`config.mk`:
```
export PLATFORM = sky130hd
export DESIGN_NAME = alu_cmd_sequencer
export DESIGN_NICKNAME = d
export VERILOG_FILES = /design/src/rtl/alu_pkg.sv /design/src/rtl/alu.sv /design/src/rtl/alu_cmd_sequencer.sv
export SDC_FILE = /design/constraint.sdc
export NUM_CORES = 1
export LEC_CHECK = 0
export CAP_MARGIN = 20
export CORE_ASPECT_RATIO = 0.5
export CORE_MARGIN = 4
export CORE_UTILIZATION = 29
export DETAILED_ROUTE_END_ITERATION = 8
export GPL_TIMING_DRIVEN = 0
export PLACE_DENSITY = 0.62
export SYNTH_ARGS = -nofsm -noshare
export SYNTH_HDL_FRONTEND = slang
export SYNTH_SLANG_ARGS = --single-unit
```
`constraint.sdc`:
```
create_clock -name clk -period 2.35 [get_ports clk]
set_clock_uncertainty 0.1 [all_clocks]
set_input_delay 0.47 -clock clk [delete_from_list [all_inputs] [get_ports clk]]
set_output_delay 0.47 -clock clk [all_outputs]
set_load 0.01 [all_outputs]
```
`src/rtl/alu_pkg.sv`:
```
// Shared opcodes, FSM state encodings and the latched command payload for the ALU command stage.
package alu_pkg;

    localparam int unsigned DATA_W = 4;
    localparam int unsigned OP_W   = 2;

    localparam logic [OP_W-1:0] OP_ADD  = 2'b00;
    localparam logic [OP_W-1:0] OP_SUB  = 2'b01;
    localparam logic [OP_W-1:0] OP_INC  = 2'b10;
    localparam logic [OP_W-1:0] OP_PASS = 2'b11;

    typedef enum logic [1:0] {
        ST_IDLE = 2'b00,
        ST_EXEC = 2'b01,
        ST_DONE = 2'b10
    } state_t;

    typedef struct packed {
        logic [OP_W-1:0]   op;
        logic [DATA_W-1:0] a;
        logic [DATA_W-1:0] b;
        logic              cin;
    } alu_cmd_t;

endpackage

```
`src/rtl/alu.sv`:
```
// 4-bit ALU: add (A+B+CIN), subtract (A-B-CIN), increment A, pass A.
// CF is the adder carry-out (for subtract 1 means no borrow); OF is signed overflow.
module alu
    import alu_pkg::*;
(
    input  logic [DATA_W-1:0] a,
    input  logic [DATA_W-1:0] b,
    input  logic              cin,
    input  logic [OP_W-1:0]   op,
    output logic [DATA_W-1:0] s,
    output logic              of,
    output logic              cf
);

    logic [DATA_W-1:0] x;
    logic [DATA_W-1:0] y;
    logic              c;
    logic [DATA_W:0]   sum;

    // Map every operation onto a single adder, then pick the result and flags.
    always_comb begin
        x = a;
        y = '0;
        c = 1'b0;
        case (op)
            OP_ADD: begin
                y = b;
                c = cin;
            end
            OP_SUB: begin
                y = ~b;
                c = ~cin;
            end
            OP_INC: begin
                y = '0;
                c = 1'b1;
            end
            default: begin
                y = '0;
                c = 1'b0;
            end
        endcase
        sum = {1'b0, x} + {1'b0, y} + (DATA_W+1)'(c);
        s   = sum[DATA_W-1:0];
        cf  = sum[DATA_W];
        of  = (x[DATA_W-1] == y[DATA_W-1]) && (sum[DATA_W-1] != x[DATA_W-1]);
        if (op == OP_PASS) begin
            s  = a;
            cf = 1'b0;
            of = 1'b0;
        end
    end

endmodule

```
`src/rtl/alu_cmd_sequencer.sv`:
```
// Command stage for the 4-bit ALU: valid/ready in, registered result out, with an accumulator.
module alu_cmd_sequencer
    import alu_pkg::*;
#(
    parameter logic [3:0]  ACC_INIT = 4'b0000,
    parameter int unsigned CNT_W    = 8
) (
    input  logic              clk,
    input  logic              rst_n,
    input  logic              in_valid,
    output logic              in_ready,
    input  logic [OP_W-1:0]   in_op,
    input  logic [DATA_W-1:0] in_a,
    input  logic [DATA_W-1:0] in_b,
    input  logic              in_cin,
    input  logic              in_use_acc,
    input  logic              clr,
    output logic              out_valid,
    input  logic              out_ready,
    output logic [DATA_W-1:0] out_s,
    output logic              out_cf,
    output logic              out_of,
    output logic [DATA_W-1:0] acc,
    output logic [CNT_W-1:0]  op_count
);

    state_t            state;
    state_t            state_nxt;
    alu_cmd_t          cmd_q;
    logic              accept;
    logic [DATA_W-1:0] alu_s;
    logic              alu_of;
    logic              alu_cf;

    assign accept = in_valid && in_ready;

    // State register.
    always_ff @(posedge clk or negedge rst_n) begin
        if (!rst_n) begin
            state <= ST_IDLE;
        end else begin
            state <= state_nxt;
        end
    end

    // Next-state logic.
    always_comb begin
        state_nxt = state;
        case (state)
            ST_IDLE: if (in_valid) state_nxt = ST_EXEC;
            ST_EXEC: state_nxt = ST_DONE;
            ST_DONE: begin
                if (out_ready) begin
                    state_nxt = in_valid ? ST_EXEC : ST_IDLE;
                end
            end
            default: state_nxt = ST_IDLE;
        endcase
    end

    // Handshake decode from the registered state (out_ready only gates in_ready in DONE).
    always_comb begin
        in_ready  = 1'b0;
        out_valid = 1'b0;
        case (state)
            ST_IDLE: in_ready = 1'b1;
            ST_DONE: begin
                in_ready  = out_ready;
                out_valid = 1'b1;
            end
            default: begin
                in_ready  = 1'b0;
                out_valid = 1'b0;
            end
        endcase
    end

    // Latch the command on acceptance; A comes from the pre-clear accumulator when requested.
    always_ff @(posedge clk or negedge rst_n) begin
        if (!rst_n) begin
            cmd_q <= '0;
        end else if (accept) begin
            cmd_q.op  <= in_op;
            cmd_q.a   <= in_use_acc ? acc : in_a;
            cmd_q.b   <= in_b;
            cmd_q.cin <= in_cin;
        end
    end

    alu u_alu (
        .a   (cmd_q.a),
        .b   (cmd_q.b),
        .cin (cmd_q.cin),
        .op  (cmd_q.op),
        .s   (alu_s),
        .of  (alu_of),
        .cf  (alu_cf)
    );

    // Capture the ALU result and count the operation at the end of EXEC.
    always_ff @(posedge clk or negedge rst_n) begin
        if (!rst_n) begin
            out_s    <= '0;
            out_cf   <= 1'b0;
            out_of   <= 1'b0;
            op_count <= '0;
        end else if (state == ST_EXEC) begin
            out_s  <= alu_s;
            out_cf <= alu_cf;
            out_of <= alu_of;
            if (op_count != {CNT_W{1'b1}}) begin
                op_count <= op_count + CNT_W'(1);
            end
        end
    end

    // Accumulator: clear has priority over the EXEC write-back.
    always_ff @(posedge clk or negedge rst_n) begin
        if (!rst_n) begin
            acc <= ACC_INIT;
        end else if (clr) begin
            acc <= ACC_INIT;
        end else if (state == ST_EXEC) begin
            acc <= alu_s;
        end
    end

endmodule
```
==> metrics.csv <==
stage,metric,value,unit
detailed_routing,M1 WL,1590,microns
die,Core Rows,18,
clocking,Clock Path Buffers,2,
detailed_routing,Routed met2 length,1490,microns
critical_path,crit path DAT,2290,ps
global_route,initial antenna violation count,0,
place,DP HPWL,2480,microns
sta,final setup violation count,0,
detailed_routing,post-route ant nets,0,
logic_synthesis,Syn Std Cell Area,1580,sq um
clocking,Post-CTS Setup Bufs,0,
finish,layout cells sized above 1,0.209,
logic_synthesis,register area share after synthesis,0.491,
critical_path,"Req. time, crit path",2410,ps
sta,Slew HR,0.538,
worst_hold_path,HP Class,in2async,
critical_path,R2R Setup Slk,120,ps
clocking,TritonCTS clock tree,done,
critical_path,critical path's most frequent cell,fa_2,
clocking,clock sink count,31,
critical_path,cells on worst reg2reg path,8,
logic_synthesis,Cells after Synth,138,
sta,min Tclk post-route,2230,ps
clocking,Root Driver,clkbuf_8,
sta,Worst Tran Pin Value,693,ps
clocking,Num CTS Buffers,5,
logic_synthesis,most common flop cell mapped by yosys,dfrtp_1,
logic_synthesis,number of flops mapped to enable cells by yosys,0,
detailed_routing,drt drc,0,
sta,"Hold Vio Cnt, Final",0,
finish,n_diodes,0,
finish,"non-filler cells, final",252,
detailed_routing,Total Routed Length,3310,microns
die,chip width,112,microns
global_route,GR Overflow Total,0,
clocking,"Clk Latency, worst-skew pair",290,ps
logic_synthesis,Mean Syn Cell Area,11.5,sq um
finish,net count reported at finish,204,
die,Ports,37,
sta,final worst setup slack,115,ps
logic_synthesis,Async SR Flop Fraction,1.00,
logic_synthesis,Synthesized Nets,161,
place,IO buf count,36,
detailed_routing,drt pass-1 iters,4,
place,placed insts,244,
finish,fin area,2170,sq um
detailed_routing,via count,1133,
detailed_routing,top routing layer used,met4,
die,Core Region,5090,sq um
critical_path,crit path kind,reg2reg,
sta,FMAX,447,MHz
logic_synthesis,post-synthesis register bit count,31,
detailed_routing,DR vias/cell,4.50,
die,DIE AREA,6770,sq um
flow_run,max-cap viol count,0,
power_and_ir_drop,Leakage,0.943,nW
global_route,largest net degree at the start of global routing,32,
critical_path,Worst path slowest cell,fa_2,
power_and_ir_drop,PD cells,1110,nW/um^2
global_route,vias in the first global route,1120,
logic_synthesis,Yosys cell types,37,
critical_path,reg2reg start,cmd_q[9]$_DFFE_PN0P_,
clocking,H-tree levels,2,
finish,area grow syn2layout,37.0,%
global_route,first-pass GRT wire length,5400,microns
sta,Final Max Tran Viols,0,
detailed_routing,routed len/inst,13.1,microns
sta,fin crit share,0.951,
critical_path,Critical Path Start Type,register,
power_and_ir_drop,Peak VDD IR,0.445,mV
critical_path,crit-path max FO,9,
clocking,Clock Pin Slew Worst Setup and Hold Paths,70,ps
place,GP Congestion,0.732,
critical_path,RR Endpoint,acc[1]$_DFFE_PN0P_,
global_route,GR Util All Layers,0.104,
logic_synthesis,Yosys warning count,0,
place,dpl ws,-57.9,ps
die,Starting Density,0.311,
finish,filler instances,504,
place,placed cell area,2020,sq um
detailed_routing,Iter 0 DRT Violations,31,
critical_path,worst-path cell chain,buf_4 > xor2_1 > nand2b_1 > fa_2 > inv_2 > fa_2 > a211oi_2 > nor3_1,
detailed_routing,Met3 Wirelength,193,microns
die,die height,60.2,microns
critical_path,CP Capture Type,register,
critical_path,CP max stage delay,430,ps
run_status,status,completed,
timing repair:
action                     4_1_cts  5_1_grt
hold buffers                     0        0
setup endpoints to repair        2        5
pin swaps                        0        6
cloned                           0        0
resized for setup                1        8
worst max-delay path by stage:
stage | cells after the start | end | slack (ps) | start
after floorplan | 8 | acc[1]$_DFFE_PN0P_ | 170 | cmd_q[9]$_DFFE_PN0P_
after global placement | 8 | acc[1]$_DFFE_PN0P_ | -20 | cmd_q[9]$_DFFE_PN0P_
after detailed placement | 8 | out_s[1]$_DFFE_PN0P_ | -60 | cmd_q[9]$_DFFE_PN0P_
after CTS | 8 | acc[1]$_DFFE_PN0P_ | 10 | cmd_q[9]$_DFFE_PN0P_
after global routing | 10 | acc[2]$_DFFE_PN0P_ | -20 | cmd_q[10]$_DFFE_PN0P_
final | 8 | acc[1]$_DFFE_PN0P_ | 120 | cmd_q[9]$_DFFE_PN0P_
synthesized netlist by cell type (4+ instances only):
cell     instances  area share
xnor2_1         10       0.055
mux2i_1          4       0.025
a21oi_1          6       0.019
mux2_2          13       0.093
nand2_1         12       0.028
nand3_1          5       0.016
dfrtp_1         31        0.49
ha_1             4       0.032
nor2_1          10       0.024
cell type report:
type | instances | area, sq um | share of cell area
Multi-Input combinational cell | 99 | 781 | 0.360
Sequential cell | 31 | 776 | 0.358
Timing Repair Buffer | 36 | 358 | 0.165
Tap cell | 70 | 87.6 | 0.0404
Clock buffer | 6 | 82.6 | 0.0381
Buffer | 5 | 36.3 | 0.0167
Clock inverter | 2 | 35.0 | 0.0162
Inverter | 3 | 11.3 | 0.00520
stage by stage:
| step | util | total power, mW | setup TNS, ps | hold WS [ps] |
|---|---|---|---|---|
| finish | 0.426 | 2.40 | 0 | 123 |
| global route | 0.426 | 2.57 | -28.9 | 178 |
| CTS | 0.422 | 2.38 | 0 | 146 |
| detailed placement | 0.398 | 1.81 | -115 | 379 |
| global placement | 0.399 | 1.79 | -29.9 | 363 |
| floorplan | - | 1.42 | 0 | 74.4 |
worst max-delay path, delay by kind of cell (launching register included):
family | cells | cell delay, ps
flops | 1 | 360
compound gates | 1 | 300
fa+ha+maj | 2 | 790
simple gates | 2 | 180
xor+xnor | 1 | 140
buf+inv | 2 | 240
placed cells by master (no fill, tap or decap), types with 2 or more instances in the layout:
cell type,instances
clkdlybuf4s50_1,34
dfrtp_1,31
mux2_2,13
nand2_1,12
xnor2_1,9
nor2_1,9
a21oi_1,6
clkbuf_8,6
nand3_1,5
mux2i_1,4
ha_1,4
buf_2,3
nand2b_1,3
and2_1,3
nor3_1,3
a21o_1,3
buf_4,2
xor2_1,2
inv_1,2
fa_2,2
routing by layer:
metal / vias up / GRT usage
li1: 570 / -
met1: 536 / 0.134
met2: 21 / 0.160
met3: 6 / 0.0445
met4: 0 / 0.0360
met5: - / 0
sequential cells by signal (all words and copies together), names as in the netlist:
signal    count
out_s         4
out_cf        1
cmd_q        11
state         2
out_of        1
op_count      8
acc           4
report_power, final:
group	internal, mW	switching [mW]
combinational	0.553	0.443
sequential	0.703	0.150
clock	0.343	0.205
cells by family (layout without fill, tap and decap cells):
family                   count (synthesis)  in the layout  share of synthesized area
AO/OA/AOI/OAI                           18             18                     0.0807
XOR/XNOR                                12             12                     0.0665
adder cells (fa/ha/maj)                  6              6                     0.0570
buffers and inverters                    8             52                     0.0285
flip-flops                              31             31                      0.491
multiplexers                            19             19                      0.134
AND/OR/NAND/NOR                         44             44                      0.142
(Power assumes the default switching activity.)
